File: src/rtl/traffic_timer.sv
// traffic_timer: phase interval timer; TS/TL measure ticks elapsed since State_i last changed.
module traffic_timer #(
  parameter int PRESCALE    = 50,
  parameter int SHORT_TICKS = 3,
  parameter int LONG_TICKS  = 10,
  parameter int CNT_W       = 8
) (
  input  logic       clk,
  input  logic       rst_n,
  input  logic [1:0] State_i,
  input  logic       En,
  output logic       TS,
  output logic       TL,
  output logic       Tick_o
);
  localparam int PW = (PRESCALE > 1) ? $clog2(PRESCALE) : 1;
  localparam logic [PW-1:0]    PRE_MAX = PW'(PRESCALE - 1);
  localparam logic [CNT_W-1:0] SHORT   = CNT_W'(SHORT_TICKS);
  localparam logic [CNT_W-1:0] LONG    = CNT_W'(LONG_TICKS);
  logic [1:0]       prev_q, prev_d;
  logic [PW-1:0]    pre_q, pre_d;
  logic [CNT_W-1:0] cnt_q, cnt_d;
  logic             restart, wrap;
  always_comb begin
    restart = State_i != prev_q;
    wrap    = pre_q == PRE_MAX;
    prev_d  = State_i;
    pre_d   = restart ? '0 : !En ? pre_q : wrap ? '0 : pre_q + 1'b1;
    // a restart on the same edge as a wrap wins, so the new phase starts from zero
    cnt_d   = restart ? '0 : (En && wrap && cnt_q < LONG) ? cnt_q + 1'b1 : cnt_q;
  end
  always_ff @(posedge clk or negedge rst_n) begin
    if (!rst_n) begin
      prev_q <= 2'b00;
      pre_q  <= '0;
      cnt_q  <= '0;
    end else begin
      prev_q <= prev_d;
      pre_q  <= pre_d;
      cnt_q  <= cnt_d;
    end
  end
  assign TS     = cnt_q >= SHORT;
  assign TL     = cnt_q >= LONG;
  assign Tick_o = En & wrap;
endmodule

File: config.mk
export PLATFORM = sky130hd
export DESIGN_NAME = traffic_timer
export DESIGN_NICKNAME = d
export VERILOG_FILES = /design/src/rtl/traffic_timer.sv
export SDC_FILE = /design/constraint.sdc
export NUM_CORES = 1
export LEC_CHECK = 0
export ABC_AREA = 0
export CAP_MARGIN = 20
export CORE_MARGIN = 4
export CORE_UTILIZATION = 40
export CTS_BUF_LIST = sky130_fd_sc_hd__clkbuf_4
export CTS_CLUSTER_SIZE = 40
export DETAILED_ROUTE_END_ITERATION = 8
export PLACE_DENSITY_LB_ADDON = 0.08
export SYNTH_ARGS = -nofsm -noshare
export SYNTH_HDL_FRONTEND = slang
export SYNTH_SLANG_ARGS = --single-unit
File: constraint.sdc
create_clock -name clk -period 4.7 [get_ports clk]
set_input_delay 1.41 -clock clk [delete_from_list [all_inputs] [get_ports clk]]
set_output_delay 1.41 -clock clk [all_outputs]
set_load 0.01 [all_outputs]
==> results_dict.tcl <==
set metrics [dict create \
    grt_start_max_net_pins 17 \
    r2r_cells 6 \
    firstDrtPassIters 4 \
    die_w_um 52.5 \
    ys_top_cells_by_area "dfrtp_1, ha_1, nor2_1" \
    finalSetupTns_ns 0 \
    cts_setup_buffers 0 \
    maxSlewViolCount 0 \
    grt_pass1_wl_um 2480 \
    min_path_cells 1 \
    clock_sinks 16 \
    clkLatencyLatePin_ns 0.29 \
    first_iter_violations 10 \
    synthTopCellsByCount "dfrtp_1, nor2_1, and2_1, nand2_1, ha_1" \
    regToRegSetupSlack_ns 2.98 \
    drive_gt1_frac 0.102 \
    whs_endpoint "pre_q[5]" \
    synth.top_cell.area_share 0.505 \
    synth-edff-count 0 \
    cts_hold_buffers 0 \
    fin_nets 98 \
    cts_max_path_buffers 2 \
    yosys_warnings 0 \
    cap_violations 0 \
    rr_endpoint "cnt_q[2]" \
    h-tree-depth 1 \
    ys_types 30 \
    cts_root_buffer "clkbuf_4" \
    io_pins 8 \
    skew_ns 0.00235 \
    die_y_um 52.5 \
    status "complete, no violations" \
    worstHoldPathType "reg2reg" \
    syn-num-nets 86 \
    synthFlopType "dfrtp_1" \
    clock.fmax_mhz 229 \
    slew_headroom 0.509 \
    worstReg2RegStart "pre_q[1]" \
    async_reset_ff_frac 1.00 \
    powerDensity_nw_per_um2 252 \
    finalHoldViolCount 0 \
    dp.final_hpwl_um 1020 \
    end_kind "output port" \
    synth-seq-cells 16 \
    cts_tree "done" \
    grt_usage 0.128 \
    routed_wl_um 1390 \
    coreArea_um2 1800 \
    cts_resized 0 \
    p_leak_nw 0.428 \
    critical_path_arrival_ns 2.95 \
    grt.overflow.total 0 \
    min_period_over_period 0.928 \
    start_util 0.440 \
    yosysTopAreaCell "dfrtp_1" \
    final.setup.worst_slack_ns 0.337 \
    synth_seq_area_share 0.505 \
    crit_path_start_kind "input pin" \
    crit_fanout 2 \
    yosysMostFrequentCell "dfrtp_1" \
    postRouteAntennaNets 0 \
    netlist_instances 77 \
    viasPerCell 5.18 \
    setup_viol 0 \
    period_minus_slack_ns 4.36 \
    fp.dieArea_um2 2760 \
    syn_avg_cell_area_um2 10.3 \
    numCtsBuffers 3 \
    hold_path_startpoint "pre_q[5]" \
    tightest_slew_ns 0.735 \
    vdd_drop_max_v 0.000195 \
    n_antenna_cell 0 \
    path_clk_slew_ns 0.09 \
    rsz0062_at_grt "no" \
    grt_pass1_vias 587 \
    area.growth.synth_to_final_pct 16.6 \
    pre_cts_ws_ns 0.321 \
    placementRows 15 \
    gp_congestion 0.741 \
    num_vias 585 \
    port_buffers 7 \
    drc 0 \
    crit_type "in2out" \
    wl_per_cell_um 12.3 \
    antenna_found_initial 0 \
    cp.required_ns 3.29 \
    syn-cell-area_um2 793 \
]
kinds of logic after synthesis:
kind of cell	after synthesis	synth area share
AO/OA/AOI/OAI	11	0.0946
XOR/XNOR	4	0.0442
buffers and inverters	4	0.0237
flip-flops	16	0.505
AND/OR/NAND/NOR	38	0.270
adder cells (fa/ha/maj)	4	0.0631
metrics by stage:
stage / std cells / power (W) / hold WS [ns] / util / area (µm²)
after floorplan: 77 / 0.000153 / 0.453 / - / 793
after global placement: 109 / 0.000161 / 0.478 / 0.499 / 898
after detailed placement: 109 / 0.000162 / 0.478 / 0.499 / 898
after CTS: 113 / 0.000237 / 0.496 / 0.513 / 925
after global routing: 113 / 0.000248 / 0.523 / 0.513 / 925
final: 113 / 0.000233 / 0.502 / 0.513 / 925
placed cells by master, fill, tap and decap left out, types with 2 or more instances in the layout:
cell type and instances:
a21oi_1 3, and2_1 5, and3_1 2, buf_4 2, clkbuf_4 3, clkdlybuf4s50_1 7
dfrtp_1 16, ha_1 4, inv_1 2, nand2_1 5, nand4_1 3, nor2_1 11
o21ai_0 2, o31ai_1 2, or3_1 2, xor2_1 3
final cells by class:
type	count	area [µm²]
Clock buffer	3	22.5
Clock inverter	1	3.75
Tap cell	25	31.3
Sequential cell	16	400
Timing Repair Buffer	9	85.1
Inverter	2	7.51
Multi-Input combinational cell	57	374
Fill cell	191	877
metal layers:
metal | wire (µm) | part of all wire | GRT usage
met5 | 0 | 0 | 0
met1 | 687 | 0.49 | 0.155
met4 | 26 | 0.019 | 0.0638
met3 | 52 | 0.037 | 0.0342
met2 | 625 | 0.45 | 0.207
flip-flops by register name, summed over array words and instances, names as in the netlist:
name / flops
cnt_q: 8
pre_q: 6
prev_q: 2
report_power, final:
group	internal [W]	total, W	switching (W)
Combinational	0.00000744	0.0000181	0.0000107
Clock	0.0000309	0.0000742	0.0000434
Sequential	0.000139	0.000141	0.00000125
Total	0.000178	0.000233	0.0000553
how the worst max path moves through the flow:
| stage | start | endpoint | cells past startpoint |
|---|---|---|---|
| after floorplan | En | Tick_o | 3 |
| after global placement | En | Tick_o | 4 |
| after detailed placement | En | Tick_o | 4 |
| after CTS | En | Tick_o | 4 |
| after global routing | En | Tick_o | 4 |
| final | En | Tick_o | 4 |
critical path, cell delays in order:
cell             delay, ns
clkdlybuf4s50_1       0.48
or3b_1                0.37
nor2_1                0.13
clkdlybuf4s50_1       0.56
No activity file was read; power rests on OpenSTA's default activity.
